## src/rtl/dst40_fbank.sv

```systemverilog
// Bank of N_CH 4-input truth-table functions, serially reloadable one channel at a time.
// One registered stage; operands stall (in_ready=0) while a table load is in flight or the output is blocked.
module dst40_fbank #(
    parameter int                  N_CH    = 7,
    parameter logic [16*N_CH-1:0]  TT_INIT = {N_CH{16'h724E}}
) (
    input  logic                  clk,
    input  logic                  rst_n,
    input  logic [4*N_CH-1:0]     in_data,
    input  logic                  in_valid,
    output logic                  in_ready,
    output logic [N_CH-1:0]       out_data,
    output logic                  out_valid,
    input  logic                  out_ready,
    input  logic                  cfg_start,
    input  logic [3:0]            cfg_ch,
    input  logic                  cfg_bit,
    output logic                  cfg_busy,
    output logic                  cfg_done,
    output logic                  cfg_err
);

    localparam logic [1:0] S_IDLE   = 2'd0;
    localparam logic [1:0] S_LOAD   = 2'd1;
    localparam logic [1:0] S_COMMIT = 2'd2;
    localparam logic [4:0] N_CH_W   = 5'(N_CH);

    logic [1:0]      state;
    logic [3:0]      cnt;
    logic [3:0]      ch;
    logic [15:0]     shadow;
    logic [15:0]     tt [N_CH];
    logic            accept;
    logic            start_ok;
    logic [N_CH-1:0] lookup;

    assign in_ready = (state == S_IDLE) && (!out_valid || out_ready);
    assign accept   = in_valid && in_ready;
    assign start_ok = cfg_start && ({1'b0, cfg_ch} < N_CH_W);
    assign cfg_busy = (state != S_IDLE);

    always_comb begin
        lookup = '0;
        for (int c = 0; c < N_CH; c++) begin
            lookup[c] = tt[c][in_data[4*c +: 4]];
        end
    end

    always_ff @(posedge clk) begin
        if (!rst_n) begin
            out_valid <= 1'b0;
            out_data  <= '0;
        end else if (accept) begin
            out_valid <= 1'b1;
            out_data  <= lookup;
        end else if (out_ready) begin
            out_valid <= 1'b0;
        end
    end

    // Tables live only in this block; a load fills the shadow and commits it in one edge.
    always_ff @(posedge clk) begin
        if (!rst_n) begin
            state    <= S_IDLE;
            cnt      <= 4'd0;
            ch       <= 4'd0;
            shadow   <= 16'd0;
            cfg_done <= 1'b0;
            cfg_err  <= 1'b0;
            for (int c = 0; c < N_CH; c++) begin
                tt[c] <= TT_INIT[16*c +: 16];
            end
        end else begin
            cfg_done <= 1'b0;
            cfg_err  <= 1'b0;
            case (state)
                S_IDLE: begin
                    if (start_ok) begin
                        state     <= S_LOAD;
                        ch        <= cfg_ch;
                        cnt       <= 4'd0;
                        shadow[0] <= cfg_bit;
                    end else if (cfg_start) begin
                        cfg_err <= 1'b1;
                    end
                end
                S_LOAD: begin
                    shadow[cnt + 4'd1] <= cfg_bit;
                    cnt                <= cnt + 4'd1;
                    if (cnt == 4'd14) begin
                        state <= S_COMMIT;
                    end
                end
                S_COMMIT: begin
                    for (int c = 0; c < N_CH; c++) begin
                        if (ch == 4'(c)) begin
                            tt[c] <= shadow;
                        end
                    end
                    cfg_done <= 1'b1;
                    state    <= S_IDLE;
                end
                default: state <= S_IDLE;
            endcase
        end
    end

endmodule
```

## config.mk

```make
export PLATFORM = sky130hd
export DESIGN_NAME = dst40_fbank
export DESIGN_NICKNAME = d
export VERILOG_FILES = /design/src/rtl/dst40_fbank.sv
export SDC_FILE = /design/constraint.sdc
export NUM_CORES = 1
export LEC_CHECK = 0
export BUFFER_PORTS_ARGS = -buffer_cell sky130_fd_sc_hd__buf_2
export CELL_PAD_IN_SITES_DETAIL_PLACEMENT = 1
export CELL_PAD_IN_SITES_GLOBAL_PLACEMENT = 1
export CORE_ASPECT_RATIO = 0.6
export CORE_MARGIN = 4
export CORE_UTILIZATION = 40
export DETAILED_ROUTE_END_ITERATION = 12
export PLACE_DENSITY = 0.67
export SETUP_SLACK_MARGIN = 0.02
export SYNTH_ARGS = -nofsm -noshare
export SYNTH_HDL_FRONTEND = slang
export SYNTH_SLANG_ARGS = --single-unit
```

## constraint.sdc

```tcl
create_clock -name clk -period 2.95 [get_ports clk]
set_clock_uncertainty 0.1 [all_clocks]
set_input_delay 0.295 -clock clk [delete_from_list [all_inputs] [get_ports clk]]
set_output_delay 0.295 -clock clk [all_outputs]
set_load 0.1 [all_outputs]
```

==> reports/qor.yml, run 1 <==
worst_setup_path:
  arrival_ps: 2400
  slowest_delay_ps: 640
  crit_chain: "nor3b_2, nor2b_1, nand3_1, nand2_1"
  path_delay_family: "simple AND/OR/NAND/NOR gates"
  path_buf_inv: 0
  critPathLaunchType: "flop"
  cp_slowest_cell: "nand2_1"
  cp.required_ps: 2900
  worstPathMaxFanout: 16
  path_class: "reg2reg"
  endpoint_kind: "flop"
route:
  via_count: 4447
  met3_length_um: 996
  antenna_left: 0
  maxUsedRoutingLayer: "met4"
  met1_length_um: 8530
  route.detailed.drc: 0
  first_iter_violations: 311
  drt-wirelength-per-cell_um: 22.4
  first_pass_iters: 5
  routed_wl_um: 17800
  viasPerCell: 5.59
  wl_met2_um: 8050
run_status:
  outcome: "finished clean"
finish:
  final_area_um2: 7600
  fill_cells: 1634
  drive_gt1_frac: 0.201
  final_core_util: 0.486
  most-common-layout-cells: "edfxtp_1, nand2_1, nor2_1"
  area_delta_synth_final_pct: 17.0
  fin_nets: 623
  diodes: 0
  final_common_cell: "edfxtp_1"
power:
  vdd_ir_drop_max_mv: 0.284
  p_leak_uw: 0.00266
  p_per_area_nw_per_um2: 648
sta:
  fmax_mhz: 408
  worstMarginPinSlew_ps: 735
  finalMaxSlewViolations: 0
  period_needed_ps: 2450
  slew_headroom: 0.508
  tns_ps: 0
  finalWorstSetupSlack_ps: 501
  grt_setup_unrepaired: "false"
  setup_viol: 0
  finalHoldViolations: 0
  period_share: 0.830
job:
  drv_cap: 0
synthesis:
  muxShareOfSynthArea: 0.116
  synth-simple-area-share: 0.160
  synth_seq_area_share: 0.629
  syn_inst: 521
  synthesis.nets: 565
  synth_fa_ha_area_frac: 0.0116
  synthesis.area_um2: 6490
  synth-xor-area-share: 0.00405
  synth-edff-count: 112
  ys.warnings.count: 0
  ys_ff_latch: 148
  ys_async_sr_fraction: 0
  synthFlopType: "edfxtp_1"
  synth_top_family_by_area: "simple AND/OR/NAND/NOR gates"
  ys_types: 36
  syn_avg_cell_area_um2: 12.5
  synth_compound_area_frac: 0.0505
global_route:
  grt_max_degree: 24
  grt_pass1_wl_um: 27500
  gr-total-overflow: 0
  grt_usage: 0.202
  grt_pass1_vias: 4626
  antenna_found_initial: 0
clock_network:
  cts_setup_buffers: 0
  clk_pin_slew_ps: 60
  clkLatencyLatePin_ps: 420
  cts_tree: "yes"
  root_buffer: "clkbuf_16"
  clock_sinks: 148
  cts_resized: 0
  cts_inserted_buffers: 17
  clockBufferDepth: 2
  ctsHtreeMaxLevel: 4
  cts_hold_buffers: 0
die:
  rows: 35
  io_pins: 50
  die_area_um2: 18400
  coreArea_um2: 15600
  start_util: 0.415
  die-width_um: 172
  die_height_um: 107
min_path:
  hold_class: "in2reg"
placed_design:
  pre_cts_slack_ps: 528
  hpwlAfterDp_um: 12000
  portBuffers: 49
  place_area_um2: 7000
  place_congestion: 0.833
## routing by layer
layer | vias up | global-route usage
met3 | 18 | 0.0354
met2 | 147 | 0.309
met4 | 0 | 0.0555
met5 | - | 0
li1 | 2030 | -
met1 | 2252 | 0.299
## cells by family after synthesis
kind of cell | after synthesis
buffers and inverters | 45
DFF | 148
muxes | 57
adders and majority gates | 6
and+or+nand+nor | 221
xor gates and xnor gates | 3
AOI/OAI and AO/OA | 41
## where the power goes
part / switching (uW) / internal [uW]
logic: 293 / 115
clock network: 878 / 1330
registers: 23.9 / 2280
total: 1190 / 3730
## tightest hold or removal path, cell delays in order
cell and delay, ps:
buf_2 110, nand3_1 60, nor2_1 40
## registers in the layout, indices dropped and copies added, names as in the netlist
| name | count |
|---|---|
| tt | 112 |
| shadow | 16 |
| out_data | 7 |
| ch | 4 |
| cnt | 4 |
| state | 2 |
| cfg_done | 1 |
| cfg_err | 1 |
| out_valid | 1 |
## cell usage after synthesis (9+ instances only)
library cell | n | area share
and3_1 | 10 | 0.0096
buf_2 | 15 | 0.012
dfxtp_1 | 36 | 0.11
edfxtp_1 | 112 | 0.52
inv_1 | 20 | 0.012
mux2i_1 | 36 | 0.056
mux4_2 | 14 | 0.049
nand2_1 | 76 | 0.044
nand3_1 | 9 | 0.0069
nor2_1 | 65 | 0.038
nor2b_1 | 10 | 0.0096
nor3_1 | 14 | 0.011
## layout make-up
cell class | instances | area (um^2) | area share
well taps | 203 | 254 | 0.0334
clock inverters | 12 | 159 | 0.0209
clock buffers | 20 | 437 | 0.0575
repair buffers | 64 | 358 | 0.0471
flip-flops and latches | 148 | 4080 | 0.538
inverters | 20 | 75.1 | 0.00988
multi-input cells | 328 | 2230 | 0.294
## path summary, 6_finish.rpt
kind	cells after the start	slack (ps)	startpoint	end
min	3	30	cfg_start	cfg_err
min reg2reg	2	370	shadow[2]	shadow[2]
max reg2reg	4	500	state[1]	tt[3][14]
max	4	500	state[1]	tt[3][14]
## through the flow
stage | hold WS [ps] | cells | total power (uW)
3_5_place_dp | 359 | 763 | 2760
2_1_floorplan | 321 | 521 | 2620
4_1_cts | 20.4 | 795 | 4940
6_report | 33.5 | 795 | 4930
5_1_grt | 49.2 | 795 | 5070
3_3_place_gp | 349 | 763 | 2750
Note: power is estimated with default switching activity, not from simulation.
==> inputs of run 2 (changes only) <==
- clock period: 2.95 -> 2.5 ns (I/O delays scaled with it)
==> reports/qor.yml, run 2 (synthesized netlist as in run 1, its figures left out) <==
run_status:
  outcome: "finished clean"
die:
  die_area_um2: 18400  # unchanged
  die-width_um: 172  # unchanged
  die_height_um: 107  # unchanged
  io_pins: 50  # unchanged
  coreArea_um2: 15600  # unchanged
  start_util: 0.415  # unchanged
  rows: 35  # unchanged
sta:
  finalWorstSetupSlack_ps: 325  # -176 ps
  period_needed_ps: 2170  # -274 ps
  fmax_mhz: 460  # +13%
  period_share: 0.870  # +0.0397
  setup_viol: 0  # unchanged
  tns_ps: 0  # unchanged
  finalHoldViolations: 0  # unchanged
  timing.hold.ws_ps: 30.3  # -3.14 ps
  grt_setup_unrepaired: "false"
  worstMarginPinSlew_ps: 931  # +196 ps
  finalMaxSlewViolations: 0  # unchanged
  slew_headroom: 0.375  # -0.133
clock_network:
  clkLatencyLatePin_ps: 420  # about the same
  cts_inserted_buffers: 17  # unchanged
  cts_resized: 0  # unchanged
  ctsHtreeMaxLevel: 4  # unchanged
  root_buffer: "clkbuf_16"
  cts_setup_buffers: 0  # unchanged
  clock_sinks: 148  # unchanged
  clk_pin_slew_ps: 60  # about the same
  clockBufferDepth: 2  # unchanged
  cts_tree: "yes"
  cts_hold_buffers: 3  # +3
finish:
  drive_gt1_frac: 0.218  # +0.0172
  area_delta_synth_final_pct: 19.4
  fin_nets: 636  # +2.1%
  most-common-layout-cells: "edfxtp_1, nand2_1, nor2_1"
  fill_cells: 1611  # -1.4%
  reg_top3: "tt (112), shadow (16), out_data (7)"
  final_common_cell: "edfxtp_1"
  top_register: "tt"
  largest_register_ff_count: 112  # unchanged
  diodes: 0  # unchanged
  final_core_util: 0.496  # +0.00976
global_route:
  gr-total-overflow: 0  # unchanged
  grt_max_degree: 23  # -4.2%
  antenna_found_initial: 1  # +1
  grt_usage: 0.204  # +0.00173
  grt_pass1_vias: 4611  # -0.32%
  grt_pass1_wl_um: 27600  # +0.30%
worst_setup_path:
  worstPathMaxFanout: 16  # unchanged
  critPathLaunchType: "flop"
  path_class: "reg2reg"
  endpoint_kind: "flop"
  cp.required_ps: 2510  # -390 ps
  arrival_ps: 2190  # -210 ps
placed_design:
  portBuffers: 49  # unchanged
  place_congestion: 0.791  # -5.0%
  pre_cts_slack_ps: 318  # -210 ps
  hpwlAfterDp_um: 11900  # -0.26%
power:
  vdd_ir_drop_max_mv: 0.389  # +37%
  internal_power_uw: 4610  # +23%
  seqPwrFrac: 0.454  # -0.015
  clkPwrFrac: 0.464  # +0.015
  p_per_area_nw_per_um2: 775  # +20%
  switching_power_uw: 1400  # +17%
  p_sw_frac: 0.233  # -0.00908
  comb_power_share: 0.083  # about the same
  p_leak_uw: 0.00275  # +3.5%
route:
  routed_wl_um: 17900  # +0.56%
  drt-wirelength-per-cell_um: 22.2  # -1.1%
  via_count: 4478  # +0.70%
  antenna_left: 0  # unchanged
  route.detailed.drc: 0  # unchanged
  first_iter_violations: 523  # +68%
  first_pass_iters: 5  # unchanged
  viasPerCell: 5.54  # -0.92%
job:
  drv_cap: 0  # unchanged
min_path:
  hold_class: "in2reg"
## run 2: final timing paths
| kind | from | to | slack [ps] | cells after the start |
|---|---|---|---|---|
| worst max register to register | state[1] | tt[1][11] | 330 | 5 |
| worst min-delay path | cfg_ch[3] | cfg_err | 30 | 3 |
| worst max-delay path | state[1] | tt[1][11] | 330 | 5 |
| worst min register to register | shadow[3] | shadow[3] | 370 | 2 |
## run 2: power groups by stage
stage	clock (uW)	sequential, uW	combinational (uW)
after floorplan	0	2870	222
after global placement	0	2770	481
after detailed placement	0	2780	491
after CTS	2830	2730	497
after global routing	2940	2730	527
final	2790	2730	496
## run 2: per-stage QoR
stage | power, uW | cell area [um^2] | instances
after floorplan | 3090 | 6510 | 521
after global placement | 3250 | 7080 | 773
after detailed placement | 3270 | 7080 | 773
after CTS | 6050 | 7750 | 808
after global routing | 6190 | 7750 | 808
final | 6010 | 7750 | 808
## run 2: layout make-up
class | instances | area (um^2) | share of cell area
Inverter | 20 | 75.1 | 0.00969
Multi-Input combinational cell | 328 | 2230 | 0.288
Timing Repair Buffer | 77 | 463 | 0.0597
Tap cell | 203 | 254 | 0.0328
Clock inverter | 14 | 209 | 0.0270
Clock buffer | 18 | 429 | 0.0554
Sequential cell | 148 | 4090 | 0.527
## run 2: layer usage
layer / part of all wire / track usage / vias up / wire length [um]
li1: - / - / 2067 / -
met1: 0.48 / 0.303 / 2251 / 8610
met2: 0.45 / 0.307 / 137 / 8050
met3: 0.056 / 0.0350 / 23 / 1000
met4: 0.014 / 0.0606 / 0 / 246
met5: 0 / 0 / - / 0
## run 2: worst max-delay path, stage by stage (launching register included)
cell      delay (ps)
dfxtp_1          460
nor3b_2          350
nand2b_1         220
or2_1            390
nand2_1          110
buf_4            240
==> inputs of run 3 (changes only) <==
- ABC_AREA: default -> 1
- PLACE_DENSITY: 0.67 -> 0.71
- REMOVE_ABC_BUFFERS: default -> 1
==> reports/qor.yml, run 3 <==
min_path:
  hold_class: "in2reg"
power:
  comb_power_share: 0.096  # +0.013
  clkPwrFrac: 0.415  # -0.049
  internal_power_uw: 4180  # -9.4%
  p_sw_frac: 0.250  # +0.0162
  p_leak_uw: 0.00349  # +27%
  seqPwrFrac: 0.489  # +0.035
  vdd_ir_drop_max_mv: 0.371  # -4.6%
  switching_power_uw: 1390  # -0.97%
  p_per_area_nw_per_um2: 694  # -10%
finish:
  multi_input_comb_area_um2: 2230  # about the same
  fill_cells: 2019  # +25%
  seqCellArea_um2: 4080  # about the same
  top_register: "tt"
  drive_gt1_frac: 0.118  # -0.0999
  final_common_cell: "nand2_1"
  fin_nets: 919  # +44%
  most-common-layout-cells: "nand2_1, inv_1, edfxtp_1"
  fin_cells: 1116  # +38%
  largest_register_ff_count: 112  # unchanged
  area_delta_synth_final_pct: 16.3
  reg_top3: "tt (112), shadow (16), out_data (7)"
  diodes: 0  # unchanged
die:
  rows: 36  # +2.9%
  coreArea_um2: 16600  # +6.0%
  start_util: 0.416  # +0.000630
  die_height_um: 110  # +2.8%
  io_pins: 50  # unchanged
  die-width_um: 177  # +2.9%
  die_area_um2: 19500  # +5.8%
synthesis:
  synthTopCellsByArea: "edfxtp_1, nand2_1, dfxtp_1, nand3_1, inv_1"
  ys.warnings.count: 0  # unchanged
  syn_avg_cell_area_um2: 8.56  # -31%
  synth_commonest_cells: "nand2_1, inv_1, edfxtp_1"
  synth.top_cell.area_share: 0.488  # -0.0302
  ys_async_sr_fraction: 0  # unchanged
  synth-edff-count: 112  # unchanged
  yosysTopAreaCell: "edfxtp_1"
  yosysMostFrequentCell: "nand2_1"
  ys_types: 23  # -36%
  synthFlopType: "edfxtp_1"
  ys_ff_latch: 148  # unchanged
  syn_inst: 805  # +55%
  synth_seq_area_share: 0.592  # -0.0367
  synthesis.area_um2: 6890  # +6.2%
sta:
  setup_viol: 0  # unchanged
  timing.hold.ws_ps: 32.5  # +2.16 ps
  finalMaxSlewViolations: 0  # unchanged
  worstMarginPinSlew_ps: 850  # -80.3 ps
  finalHoldViolations: 0  # unchanged
  slew_headroom: 0.431  # +0.0559
  grt_setup_unrepaired: "false"
  period_share: 0.863  # -0.00746
  period_needed_ps: 2160  # -18.6 ps
  fmax_mhz: 464  # +0.86%
placed_design:
  place_congestion: 0.818  # +3.4%
  portBuffers: 49  # unchanged
  dp.cells: 1083  # +40%
  hpwlAfterDp_um: 13900  # +16%
route:
  drt-wirelength-per-cell_um: 17.6  # -21%
  viasPerCell: 4.94  # -11%
  first_iter_violations: 350  # -33%
  via_count: 5509  # +23%
  routed_wl_um: 19600  # +9.4%
  first_pass_iters: 5  # unchanged
  route.detailed.drc: 0  # unchanged
  antenna_left: 0  # unchanged
global_route:
  grt_max_degree: 19  # -17%
  grt_usage: 0.214  # +0.00966
  grt_pass1_vias: 5701  # +24%
  antenna_found_initial: 0  # -1
  gr-total-overflow: 0  # unchanged
  grt_pass1_wl_um: 31100  # +13%
worst_setup_path:
  arrival_ps: 2170  # -20 ps
  path_class: "reg2reg"
  cp.required_ps: 2510  # about the same
  endpoint_kind: "flop"
  critPathLaunchType: "flop"
  worstPathMaxFanout: 16  # unchanged
job:
  drv_cap: 0  # unchanged
clock_network:
  clk_pin_slew_ps: 60  # about the same
  cts_inserted_buffers: 17  # unchanged
  clock_sinks: 148  # unchanged
  root_buffer: "clkbuf_16"
  clockBufferDepth: 2  # unchanged
  cts_tree: "yes"
  clkLatencyLatePin_ps: 420  # about the same
  cts_resized: 0  # unchanged
  ctsHtreeMaxLevel: 4  # unchanged
run_status:
  outcome: "finished clean"
-- run 3: changes by cell type after synthesis, moves of 14 or more --
| cell | change |
|---|---|
| inv_1 | +108 |
| mux4_2 | -14 |
| nand3_1 | +89 |
| a21oi_1 | +18 |
| nand2_1 | +199 |
| buf_2 | -14 |
| mux2i_1 | -36 |
-- run 3: power groups by stage --
| stage | sequential (uW) | combinational (uW) | clock (uW) |
|---|---|---|---|
| floorplan | 2860 | 244 | 0 |
| global placement | 2770 | 513 | 0 |
| detailed placement | 2780 | 531 | 0 |
| CTS | 2720 | 537 | 2340 |
| global route | 2730 | 590 | 2460 |
| finish | 2720 | 534 | 2310 |
-- run 3: final cells by class --
type | instances | area share
repair buffers | 67 | 0.0478
multi-input cells | 505 | 0.279
clock buffers | 26 | 0.0612
well taps | 228 | 0.0356
flip-flops and latches | 148 | 0.509
clock inverters | 6 | 0.00375
inverters | 136 | 0.0637
-- run 3: critical path: stages, from the launching register on --
cell,delay [ps]
dfxtp_1,330
inv_1,70
nor2_1,130
nand2_1,170
nor2_2,340
clkinv_1,320
nand2_1,140
buf_4,250
-- run 3: repair_timing --
| item | 4_1_cts | 5_1_grt |
|---|---|---|
| hold endpoints to repair | 1 | 0 |
| hold buffers | 1 | 0 |
| buffers inserted | 0 | 0 |
-- run 3: per-stage QoR --
step           area (um^2)  power [uW]  worst slack, ps  setup TNS (ps)  utilization
6_report              8020        5560              344               0        0.484
3_5_place_dp          7490        3310              330               0        0.452
5_1_grt               8020        5780              159               0        0.484
4_1_cts               8020        5610              347               0        0.484
2_1_floorplan         6830        3110             -893           -7100            -
3_3_place_gp          7490        3290              487               0        0.452
-- run 3: worst paths after layout --
kind	from	endpoint	slack [ps]	cells past startpoint
worst max register to register	state[1]	tt[2][3]	340	7
worst min register to register	shadow[12]	shadow[12]	370	2
worst min-delay path	cfg_ch[2]	ch[2]	30	3
worst max-delay path	state[1]	tt[2][3]	340	7
-- run 3: cell families (layout without fill, tap and decap cells) --
family	Yosys count	in the layout	share of synthesized area
xor gates and xnor gates	3	3	0.00708
and+or+nand+nor	453	453	0.272
adders and majority gates	6	6	0.0109
AOI/OAI and AO/OA	43	43	0.0338
buffers and inverters	152	235	0.0835
DFF	148	148	0.592
-- run 3: per-layer routing --
| layer | share of wire | global-route usage |
|---|---|---|
| met1 | 0.49 | 0.303 |
| met2 | 0.45 | 0.335 |
| met3 | 0.048 | 0.0416 |
| met4 | 0.015 | 0.0667 |
| met5 | 0 | 0 |
